`config.mk`:
```
export PLATFORM = sky130hd
export DESIGN_NAME = spot_sensor_scanner_flat
export DESIGN_NICKNAME = d
export VERILOG_FILES = /design/src/rtl/spot_sensor_scanner_if.sv /design/src/rtl/spot_sensor_scanner.sv /design/src/flat_wrapper.sv
export SDC_FILE = /design/constraint.sdc
export NUM_CORES = 1
export LEC_CHECK = 0
export ABC_AREA = 0
export CAP_MARGIN = 20
export CORE_MARGIN = 4
export CORE_UTILIZATION = 60
export DETAILED_ROUTE_END_ITERATION = 12
export PLACE_DENSITY = 0.89
export SYNTH_ARGS = -nofsm -noshare
export SYNTH_HDL_FRONTEND = slang
export SYNTH_SLANG_ARGS = --single-unit
```
`constraint.sdc`:
```
create_clock -name clk_i -period 5.15 [get_ports clk_i]
set_input_delay 0.7725 -clock clk_i [delete_from_list [all_inputs] [get_ports clk_i]]
set_output_delay 0.7725 -clock clk_i [all_outputs]
set_load 0.03 [all_outputs]
```
`src/rtl/spot_sensor_scanner_if.sv`:
```
// Sensor-matrix scan bus: enable and raw row lines in, column drive and debounced occupancy out.
interface spot_sensor_scanner_if;
   logic       enable;
   logic [3:0] row_sense;
   logic [1:0] column_drive;
   logic [7:0] spots_occupied;
   logic [3:0] free_count;
   logic       spots_changed;
   logic       scan_done;

   // Controller / pin side: drives enable and row lines, observes the scanner outputs
   modport master (
      output enable, row_sense,
      input  column_drive, spots_occupied, free_count, spots_changed, scan_done
   );

   // Scanner side
   modport slave (
      input  enable, row_sense,
      output column_drive, spots_occupied, free_count, spots_changed, scan_done
   );
endinterface

```
`src/rtl/spot_sensor_scanner.sv`:
```
// 2x4 parking-spot sensor matrix scanner.
// Drives one column low at a time, samples the four active-low row lines on the last
// dwell cycle, and debounces every spot before it is published on spots_occupied.
module spot_sensor_scanner #(
   parameter int unsigned TickMax       = 166666,
   parameter int unsigned DebounceCount = 4
) (
   input logic                  clk_i,
   input logic                  rst_ni,
   spot_sensor_scanner_if.slave sns
);

   localparam int unsigned CntW = (TickMax > 1) ? $clog2(TickMax) : 1;
   localparam logic [CntW-1:0] TickLast = CntW'(TickMax - 1);
   localparam logic [3:0]      DbLast   = 4'(DebounceCount - 1);

   typedef enum logic [1:0] {IDLE, COL0, COL1, UPDATE} state_e;

   state_e          state_q, state_d;
   logic [CntW-1:0] tick_q, tick_d;
   logic [3:0]      sync1_q, sync2_q;
   logic [7:0]      raw_q, raw_d;
   logic [7:0][3:0] cnt_q, cnt_d;
   logic [7:0]      occ_q, occ_d;
   logic [3:0]      free_q, free_d;
   logic [1:0]      col_q, col_d;
   logic            changed_q, changed_d;
   logic            done_q, done_d;
   logic [3:0]      pop;

   // State and output registers, including the row-line synchronizer
   always_ff @(posedge clk_i) begin
      if (!rst_ni) begin
         state_q   <= IDLE;
         tick_q    <= '0;
         sync1_q   <= '0;
         sync2_q   <= '0;
         raw_q     <= '0;
         cnt_q     <= '0;
         occ_q     <= '0;
         free_q    <= 4'd8;
         col_q     <= 2'b11;
         changed_q <= 1'b0;
         done_q    <= 1'b0;
      end else begin
         state_q   <= state_d;
         tick_q    <= tick_d;
         sync1_q   <= sns.row_sense;
         sync2_q   <= sync1_q;
         raw_q     <= raw_d;
         cnt_q     <= cnt_d;
         occ_q     <= occ_d;
         free_q    <= free_d;
         col_q     <= col_d;
         changed_q <= changed_d;
         done_q    <= done_d;
      end
   end

   // Scan sequencing, sampling, debounce step and registered-output next values
   always_comb begin
      state_d   = state_q;
      tick_d    = tick_q;
      raw_d     = raw_q;
      cnt_d     = cnt_q;
      occ_d     = occ_q;
      changed_d = 1'b0;
      done_d    = 1'b0;
      col_d     = 2'b11;
      pop       = 4'd0;

      case (state_q)
         IDLE: begin
            tick_d = '0;
            if (sns.enable) state_d = COL0;
         end
         COL0: begin
            if (tick_q == TickLast) begin
               raw_d[3:0] = ~sync2_q;
               tick_d     = '0;
               state_d    = COL1;
            end else begin
               tick_d = tick_q + CntW'(1);
            end
         end
         COL1: begin
            if (tick_q == TickLast) begin
               raw_d[7:4] = ~sync2_q;
               tick_d     = '0;
               state_d    = UPDATE;
            end else begin
               tick_d = tick_q + CntW'(1);
            end
         end
         UPDATE: begin
            tick_d = '0;
            for (int i = 0; i < 8; i++) begin
               if (raw_q[i] == occ_q[i]) begin
                  cnt_d[i] = 4'd0;
               end else if (cnt_q[i] == DbLast) begin
                  occ_d[i] = raw_q[i];
                  cnt_d[i] = 4'd0;
               end else begin
                  cnt_d[i] = cnt_q[i] + 4'd1;
               end
            end
            done_d    = 1'b1;
            changed_d = (occ_d != occ_q);
            state_d   = COL0;
         end
         default: state_d = IDLE;
      endcase

      // Dropping enable abandons any partial scan; debounce state is untouched
      if (!sns.enable) begin
         state_d = IDLE;
         tick_d  = '0;
      end

      for (int i = 0; i < 8; i++) pop = pop + 4'(occ_d[i]);
      free_d = 4'd8 - pop;

      // Column drive follows the next state so it is registered and aligned with it
      case (state_d)
         COL0:    col_d = 2'b10;
         COL1:    col_d = 2'b01;
         default: col_d = 2'b11;
      endcase
   end

   assign sns.column_drive   = col_q;
   assign sns.spots_occupied = occ_q;
   assign sns.free_count     = free_q;
   assign sns.spots_changed  = changed_q;
   assign sns.scan_done      = done_q;

endmodule

```
`src/flat_wrapper.sv`:
```
// flat-port wrapper written by rule: the top's interface ports become plain ports
module spot_sensor_scanner_flat 
#(
   parameter int unsigned TickMax       = 166666,
   parameter int unsigned DebounceCount = 4
)
  (clk_i, rst_ni, sns_enable, sns_row_sense, sns_column_drive, sns_spots_occupied, sns_free_count, sns_spots_changed, sns_scan_done);
  spot_sensor_scanner_if sns_i ();
  input logic clk_i;
  input logic rst_ni;
  input wire logic [$bits(sns_i.enable)-1:0] sns_enable;
  input wire logic [$bits(sns_i.row_sense)-1:0] sns_row_sense;
  output wire logic [$bits(sns_i.column_drive)-1:0] sns_column_drive;
  output wire logic [$bits(sns_i.spots_occupied)-1:0] sns_spots_occupied;
  output wire logic [$bits(sns_i.free_count)-1:0] sns_free_count;
  output wire logic [$bits(sns_i.spots_changed)-1:0] sns_spots_changed;
  output wire logic [$bits(sns_i.scan_done)-1:0] sns_scan_done;
  assign sns_i.enable = sns_enable;
  assign sns_i.row_sense = sns_row_sense;
  assign sns_column_drive = sns_i.column_drive;
  assign sns_spots_occupied = sns_i.spots_occupied;
  assign sns_free_count = sns_i.free_count;
  assign sns_spots_changed = sns_i.spots_changed;
  assign sns_scan_done = sns_i.scan_done;
  spot_sensor_scanner #(.TickMax(TickMax), .DebounceCount(DebounceCount)) u_core (.clk_i(clk_i), .rst_ni(rst_ni), .sns(sns_i));
endmodule
```
* Yosys cells after proc, flatten, opt, wreduce, memory -nomap -nowiden
Index checks and enable logic that the tools add are counted.
** Storage, ports and cells
- Flip-flop bits (word level) :: 84
- Word-level logic and storage cells :: 116
** Operators by class
- Mux-type cells :: 49
- Reductions and logical operators :: 7
- Eq/ne operators :: 23
- Add/sub/neg operators :: 17
- Bitwise logic cells :: 1
** Operators by type and width (number)
- two-way mux 4 bit :: 16
- one-hot mux 18 bit (2 select lines) :: 1
- adder 4 x 1 -> 4 bit (second input constant) :: 8
- == test 4 x 2 -> 1 bit (second input constant) :: 8
- two-way mux 1 bit :: 25
- adder 4 x 1 -> 4 bit :: 6
- adder 18 x 1 -> 18 bit (second input constant) :: 1
- == test 18 bit (second input constant) :: 1
- two-way mux 18 bit :: 1
- == test 1 bit :: 8
- two-way mux 8 bit :: 1
- inequality test 8 bit :: 1
- AND reduction 2 bit :: 4
- == test 2 bit (second input constant) :: 3
- two-way mux 2 bit :: 3
- one-hot mux 2 bit (3 select lines) :: 1
- == test 2 x 1 -> 1 bit (second input constant) :: 2
- NOT 4 bit :: 1
- one-hot mux 2 bit (2 select lines) :: 1
- OR reduction 2 bit :: 2
- subtractor 4 bit (first input constant) :: 1
- adder 1 x 1 -> 2 bit :: 1
- logical NOT 2 bit :: 1

* Longest topological paths before layout
Gate-level depths: netlist of the first run.
- Depth after elaboration :: 13
- Depth in mapped cells :: 14

* Least setup slack after synthesis of the first run
Ideal clock, no wire load.
- Kind :: flip-flop to flip-flop
- From :: register u_core.state_q[0]
- To :: register u_core.free_q[2] (netlist: u_core.sns.free_count[2])
- Library setup time :: 0.115 ns
- Stages on the path, launching flop included :: 12
- Path slack :: 1.729 ns
- Required time :: 5.035 ns
- Arrival time :: 3.306 ns
- Cells stage by stage :: dfxtp_1 ha_1 clkbuf_1 nand2_1 mux2_2 fa_1 inv_1 ha_1 fa_1 fa_1 ha_1 and2_1
** Between the ends
- Elaborated cells on any way between the ends :: 10
- Classes of those cells :: 8 x add/sub; 1 x eq/ne; 1 x mux
** RTL lines
- from (decl) :: RTL line spot_sensor_scanner.sv:19 : state_e state_q, state_d;
- from (signal assigned) :: RTL line spot_sensor_scanner.sv:46 : state_q <= state_d;
- == test 2 bit :: RTL line spot_sensor_scanner.sv:72 : case (state_q)
- two-way mux 8 bit :: RTL line spot_sensor_scanner.sv:72
- via u_core.occ_d[4] :: RTL line spot_sensor_scanner.sv:24 : logic [7:0] occ_q, occ_d;
- adder 4 x 1 -> 4 bit (4 in series) :: RTL line spot_sensor_scanner.sv:120 : for (int i = 0; i < 8; i++) pop = pop + 4'(occ_d[i]);
- subtractor 4 bit :: RTL line spot_sensor_scanner.sv:121 : free_d = 4'd8 - pop;
- via u_core.free_d[2] :: RTL line spot_sensor_scanner.sv:25 : logic [3:0] free_q, free_d;
- to (signal assigned) :: RTL line spot_sensor_scanner.sv:53 : free_q <= free_d;
- to (decl) :: RTL line spot_sensor_scanner.sv:25
The timed path passes the listed nets, and every way through them passes these cells.
A chain may end at the register's enable or synchronous reset.

* Worst setup path after layout of the first run
- From :: register u_core.state_q[0]
- To :: register u_core.free_q[3] (netlist: u_core.sns.free_count[3])
** Between the ends
- Elaborated cells on any way between the ends :: 10
- Classes of those cells :: 8 x add/sub; 1 x eq/ne; 1 x mux
** RTL lines (RTL line)
- == test 2 bit :: spot_sensor_scanner.sv:72
- two-way mux 8 bit :: spot_sensor_scanner.sv:72
- via u_core.occ_d[3] :: spot_sensor_scanner.sv:24
- adder 4 x 1 -> 4 bit (5 in series) :: spot_sensor_scanner.sv:120
- subtractor 4 bit :: spot_sensor_scanner.sv:121
The timed path passes the listed nets, and every way through them passes these cells.

==> metrics, run 1 <==
run status complete, no violations; GP Congestion 0.7810; Final Util 70.97%; Ant. Diodes 0; Post-Synth Simple-Gate Area 21.88%; Top FF cell, synth dfxtp_1; RSZ-0062 raised after global routing false; Synth Area in Adders 9.562%; mux contribution to synthesized area 2.623%; GRT met3 Usage 6.339%; TritonRoute pass-1 iters 4; Vias 2,773; Hold Path Class flip-flop to flip-flop; remaining antenna violation count 0; die span in y 87.25 µm; Worst setup EP type flip-flop; grt peak-use layer met2; post-synthesis compound-gate area fraction 6.375%; Leak 1.628 nW; DR iter-0 viols 172; ys async rst share 0%; top cells by count, synth 84 x dfxtp_1, 56 x nor2_1, 33 x nand2_1; CTS resizes 0; # DRC 0; clock root cell clkbuf_8; DIE AREA 7613 µm²; area grow syn2layout 12.82%; Synth Area in XOR/XNOR 10.92%; gr usage total 20.15%; kind of critical path flip-flop to flip-flop; R2R cell count 12; Hold Path Depth 1; final wirelength 6972 µm; reg2reg start u_core.state_q[0]; Die X 87.25 µm; setup TNS 0 ps; initial antenna violation count 0; Worst-path clk slew 90 ps; grt met1 use 23.28%; Post-Syn Nets 441; register-to-register setup slack 1360 ps; Pwr Density 282.5 nW/µm²; largest net degree at the start of global routing 31; hold_buf cts 0; num rows 28; filler instances 438; H-tree Lvls 3; CP startpoint kind flip-flop; clock latency on the worst-skew pair 350 ps; WHS Endpoint u_core.raw_q[0]; met2 Track Usage GR 34.66%; Worst Path Arrival 4010 ps; CTS buffer count 9; worst-margin pin slew 942.9 ps; WL/cell 13.72 µm; number of global-route vias before repair 2,732; max cap viols 0; Final Hold Vio Count 0; HP Start u_core.sync2_q[0]; Post-synth EDFFs 0; Final #Nets 462; DP HPWL 4868 µm; CTS tree done; Critical R2R Capture u_core.sns.free_count[3]; post-synth cell types 37; largest family of logic cells by synthesized area simple AND/OR/NAND/NOR gates; Area contributors post-synth dfxtp_1 45%, ha_1 8.0%, xor2_1 7.4%, nor2_1 5.6%, xnor2_1 3.5%; register bit total from synthesis 84; post-synthesis sequential area ratio 44.62%; VDD IR-drop max 0.0002703 V; min cycle time layout 3791 ps; postcts setup bufs 0; core area 5991 µm²; mean number of vias per cell 5.459; most frequent cell after synthesis dfxtp_1; first-pass GRT wire length 12,050 µm; final setup skew 7.499 ps; Ports 23; Synthesis Warnings 0; fin crit share 73.62%; Mapped Cells 407; WP data required 5360 ps; max_slew headroom 36.94%; total grt overflow 0; share of the synthesized area in the top cell type 44.62%; fmax 0.2638 GHz; count of final setup violators 0; fraction of layout cells with a size suffix above 1 6.005%; port buffer count 22; Yosys top cell by area dfxtp_1; synthesized cell area 3769 µm²; CTS Buffer Depth 2; CTS sink count 84; Slew Limit Fails 0; synthesized area per cell 9.259 µm²; CP max FO 30; Initial Util 62.91%
-- metal layers --
layer | vias up | wire, µm | share of wire [%]
met5 | - | 0 | 0
met4 | 0 | 110 | 1.6
met3 | 13 | 335 | 4.8
met2 | 57 | 3518 | 50
met1 | 1309 | 3008 | 43
li1 | 1394 | - | -
-- flip-flops by register name, indices dropped and copies added (netlist names) --
| name | flops |
|---|---|
| u_core.sns.column_drive | 2 |
| u_core.raw_q | 8 |
| u_core.sns.spots_changed | 1 |
| u_core.sns.free_count | 4 |
| u_core.cnt_q | 32 |
| u_core.tick_q | 18 |
| u_core.sync1_q | 4 |
| u_core.state_q | 2 |
| u_core.sync2_q | 4 |
| u_core.sns.spots_occupied | 8 |
| u_core.sns.scan_done | 1 |
-- critical path, stage by stage, from the launching register on --
cell and delay [ps]:
dfxtp_1 440, ha_2 570, buf_4 390, nand2_1 100
mux2_2 300, ha_1 270, inv_1 40, ha_1 180
fa_1 490, fa_1 430, ha_1 210, xnor2_1 150
nand2_1 60
-- how the worst max path moves through the flow --
stage | start | end | slack [ps] | cells past startpoint
3_3_place_gp | u_core.state_q[0] | u_core.sns.free_count[3] | 1480 | 12
2_1_floorplan | u_core.state_q[0] | u_core.sns.free_count[2] | 1730 | 11
4_1_cts | u_core.state_q[0] | u_core.sns.free_count[3] | 1380 | 12
5_1_grt | u_core.state_q[0] | u_core.sns.free_count[3] | 1060 | 12
3_5_place_dp | u_core.state_q[0] | u_core.sns.free_count[3] | 1370 | 12
6_report | u_core.state_q[0] | u_core.sns.free_count[3] | 1360 | 12
-- cell usage in the layout (no fill, tap or decap), drive strengths merged, types with 8 or more instances in the layout --
cell type       n
xor2           32
nor2           56
xnor2          15
a21oi           8
nor3b           8
nand3          17
inv            26
nand2          33
ha             24
o21ai           9
and2           18
nand2b          9
a211oi         10
nand4          10
clkbuf         11
clkdlybuf4s50  22
dfxtp          84
-- cell type report --
type                            count  area (µm²)  area share (%)
Clock buffer                       11       131.4           3.090
Timing Repair Buffer               23       227.7           5.356
Tap cell                           75       93.84           2.207
Inverter                           25       93.84           2.207
Multi-Input combinational cell    285        1938           45.59
Sequential cell                    84        1682           39.55
Clock inverter                      5       85.08           2.001
-- metrics by stage --
step	power [mW]	cell area [µm²]	cells	hold WS (ps)	setup WS, ps
2_1_floorplan	0.6957	3769	407	411.9	1729
3_3_place_gp	0.7059	4035	492	412.5	1484
3_5_place_dp	0.7075	4035	492	422.9	1366
4_1_cts	1.212	4252	508	440.5	1376
5_1_grt	1.245	4252	508	461.6	1061
6_report	1.201	4252	508	437.0	1359
-- power breakdown --
part	switching (mW)	total, mW	internal (mW)	leakage, nW
Sequential	0.00344	0.658	0.654	0.679
Combinational	0.0214	0.0345	0.0131	0.845
Clock	0.233	0.509	0.276	0.104
-- cells by family after synthesis --
kind of cell               Yosys count
muxes                                9
and+or+nand+nor                    166
adders and majority gates           27
buffers and inverters               38
DFF                                 84
xor gates and xnor gates            47
AOI/OAI and AO/OA                   36
(Power assumes the default switching activity.)
==> inputs of run 2 (changes only) <==
--- a/config.mk
+++ b/config.mk
@@ -8,9 +8,9 @@
 export ABC_AREA = 0
 export CAP_MARGIN = 20
 export CORE_MARGIN = 4
-export CORE_UTILIZATION = 60
+export CORE_UTILIZATION = 53
 export DETAILED_ROUTE_END_ITERATION = 12
-export PLACE_DENSITY = 0.89
+export PLACE_DENSITY = 0.84
 export SYNTH_ARGS = -nofsm -noshare
 export SYNTH_HDL_FRONTEND = slang
 export SYNTH_SLANG_ARGS = --single-unit
==> constraint.sdc (replaced) <==
create_clock -name clk_i -period 3.1 [get_ports clk_i]
set_input_delay 0.465 -clock clk_i [delete_from_list [all_inputs] [get_ports clk_i]]
set_output_delay 0.465 -clock clk_i [all_outputs]
set_load 0.03 [all_outputs]
==> run 2 against run 1 <==
Compared with the run above: the run now ends with setup timing left; worst hold slack better by 8.1 ps; via count grew 6.0%; clock skew decreased by 0.65 ps; register-to-register slack got worse by 1500 ps; die area is 12% higher; clock power rose by 58%; combinational power up 89%; sequential cell count unchanged; clock-buffer cell count up 1; first-iteration DRC count shrank 8.1%; total power is 63% higher; largest power group unchanged; highest routed layer unchanged.
==> metrics, run 2 (same netlist as run 1, synthesis figures left out) <==
count of final setup violators 3 (+3); number of global-route vias before repair 2,939 (+7.6%); Hold Path Depth 1 (unchanged); fraction of layout cells with a size suffix above 1 16.38% (+10 points); hold slack 445.1 ps (+8.125 ps); Comb pwr share 3.3% (+0.4 points); Clock power frac 41.0% (-1.4 points); port buffer count 22 (unchanged); register-to-register setup slack -130 ps (-1490 ps); CTS buffer count 9 (unchanged); Pwr Density 427.0 nW/µm² (+51%); worst-margin pin slew 818.3 ps (-124.6 ps); Final Hold Vio Count 0 (unchanged); first-pass GRT wire length 13,040 µm (+8.3%); TritonRoute pass-1 iters 4 (unchanged); Critical R2R Capture u_core.sns.free_count[3]; min cycle time layout 3232 ps (-559.0 ps); total grt overflow 0 (unchanged); largest reg by FF count u_core.cnt_q; DP HPWL 5204 µm (+6.9%); kind of critical path flip-flop to flip-flop; switching power 435.6 µW (+69%); Final #Nets 487 (+5.4%); num rows 30 (+7.1%); Slew Limit Fails 0 (unchanged); Ports 23 (unchanged); Largest regs u_core.cnt_q x32, u_core.tick_q x18; H-tree Lvls 3 (unchanged); CP most frequent cell ha_4; max_slew headroom 45.39% (+8.4 points); remaining antenna violation count 0 (unchanged); Ant. Diodes 0 (unchanged); hold_buf cts 0 (unchanged); register share of total power 55.7% (+0.9 points); run status complete, but fails checks; # DRC 0 (unchanged); WP data required 3340 ps (-2020 ps); setup TNS -310.0 ps (-310.0 ps); Leak 1.782 nW (+9.4%); clock root cell clkbuf_8; gr usage total 19.07% (-1.1 points); GP Congestion 0.7808 (about the same); RSZ-0062 raised after global routing true; core area 6869 µm² (+15%); DR iter-0 viols 158 (-8.1%); final setup skew 6.847 ps (-0.6524 ps); Final Util 66.92% (-4.0 points); die span in y 92.33 µm (+5.8%); R2R cell count 12 (unchanged); reg2reg start u_core.cnt_q[17]; CP startpoint kind flip-flop; Worst Path Arrival 3470 ps (-540 ps); slowest CP cell fa_2; final wirelength 8224 µm (+18%); CP max FO 2 (-93%); CTS Buffer Depth 2 (unchanged); Worst setup EP type flip-flop; Die X 92.33 µm (+5.8%); initial antenna violation count 0 (unchanged); max cap viols 0 (unchanged); Vias 2,939 (+6.0%); commonest cells after routing, fill and taps aside 77 x dfxtp_1, 56 x nor2_1, 33 x nand2_1; mean number of vias per cell 5.305 (-2.8%); CTS sink count 84 (unchanged); clock latency on the worst-skew pair 360 ps (about the same); most common cell after layout, fill and taps aside dfxtp_1; DIE AREA 8524 µm² (+12%); HP Start u_core.sync1_q[1]; VDD IR-drop max 0.0002878 V (+6.5%); switching share of power 22.19% (+0.75 points); WL/cell 14.84 µm (+8.2%); Critical path origin u_core.cnt_q[17]; largest net degree at the start of global routing 29 (-6.5%); violated checks setup timing; CTS tree done; Hold Path Class flip-flop to flip-flop; area grow syn2layout 21.98%; cell-internal power 1.527 mW (+62%); number of flip-flops in the largest register 32 (unchanged); Worst-path clk slew 80 ps (about the same); ordered list of cells on the worst path ha_4, nor3b_4, nand2_1, mux2_4, fa_2, inv_2, ha_4, fa_1, fa_2, ha_4, xnor2_2, nand2_1; Initial Util 54.86% (-8.0 points); post-route setup slack -132.2 ps (-1491 ps); fmax 0.3094 GHz (+17%); pre-CTS setup slack -112.1 ps (-1478 ps); fin crit share 104.3% (+31 points); Critical Path Max Stage Delay 580 ps (about the same); WHS Endpoint u_core.sync2_q[1]
==> run 2: cell types whose count changed in the layout (fill, tap and decap cells not counted), sizes merged <==
cell / before / now
clkbuf: 11 / 12
clkinv: 1 / 2
buf: 1 / 26
bufinv: 2 / 1
inv: 26 / 25
==> run 2: power by group through the flow <==
stage          Clock, mW  Sequential, mW  Combinational [mW]
6_report           0.805            1.09              0.0651
5_1_grt            0.845            1.09              0.0715
4_1_cts            0.801            1.09              0.0645
3_5_place_dp           0            1.12              0.0638
3_3_place_gp           0            1.12              0.0618
2_1_floorplan          0            1.12              0.0361
==> run 2: per-stage QoR <==
step                instance area (µm²)  total power [mW]  cells
CTS                                4539             1.958    552
floorplan                          3836             1.157    407
finish                             4597             1.963    554
detailed placement                 4282             1.182    535
global route                       4597             2.011    554
global placement                   4282             1.180    535
==> run 2: worst max-delay path: cells and delay by family (launching register included) <==
family,cells,cell delay (ps)
multiplexers,1,330
flip-flops,1,360
AND/OR/NAND/NOR,3,400
adder cells (fa/ha/maj),6,1870
buffers and inverters,1,50
XOR/XNOR,1,110
==> run 2: metal layers <==
metal	GRT usage, %	vias to the layer above	wire, µm
li1	-	1445	-
met1	22.22	1382	3408
met2	32.57	79	4121
met5	0	-	0
met4	10.89	0	347
met3	3.737	33	347
==> run 2: area by class of cell <==
class | instances | area [µm²]
sequential | 84 | 1690
multi-input combinational | 285 | 2074
tap | 96 | 120.1
fill | 498 | 2272
clock buffer | 12 | 155.1
timing repair buffer | 48 | 415.4
clock inverter | 4 | 47.55
inverter | 25 | 93.84
==> run 2: worst max-delay path by stage <==
stage,end
2_1_floorplan,u_core.sns.free_count[2]
3_3_place_gp,u_core.sns.free_count[3]
3_5_place_dp,u_core.sns.free_count[3]
4_1_cts,u_core.sns.free_count[3]
5_1_grt,u_core.sns.free_count[3]
6_report,u_core.sns.free_count[3]
==> run 2: timing repair <==
action	in CTS	in global routing
cloned	0	0
resized for setup	10	10
endpoints found under the setup margin	2	3
buffers inserted	1	2
endpoints found under the hold margin	0	0
pin swaps	7	9
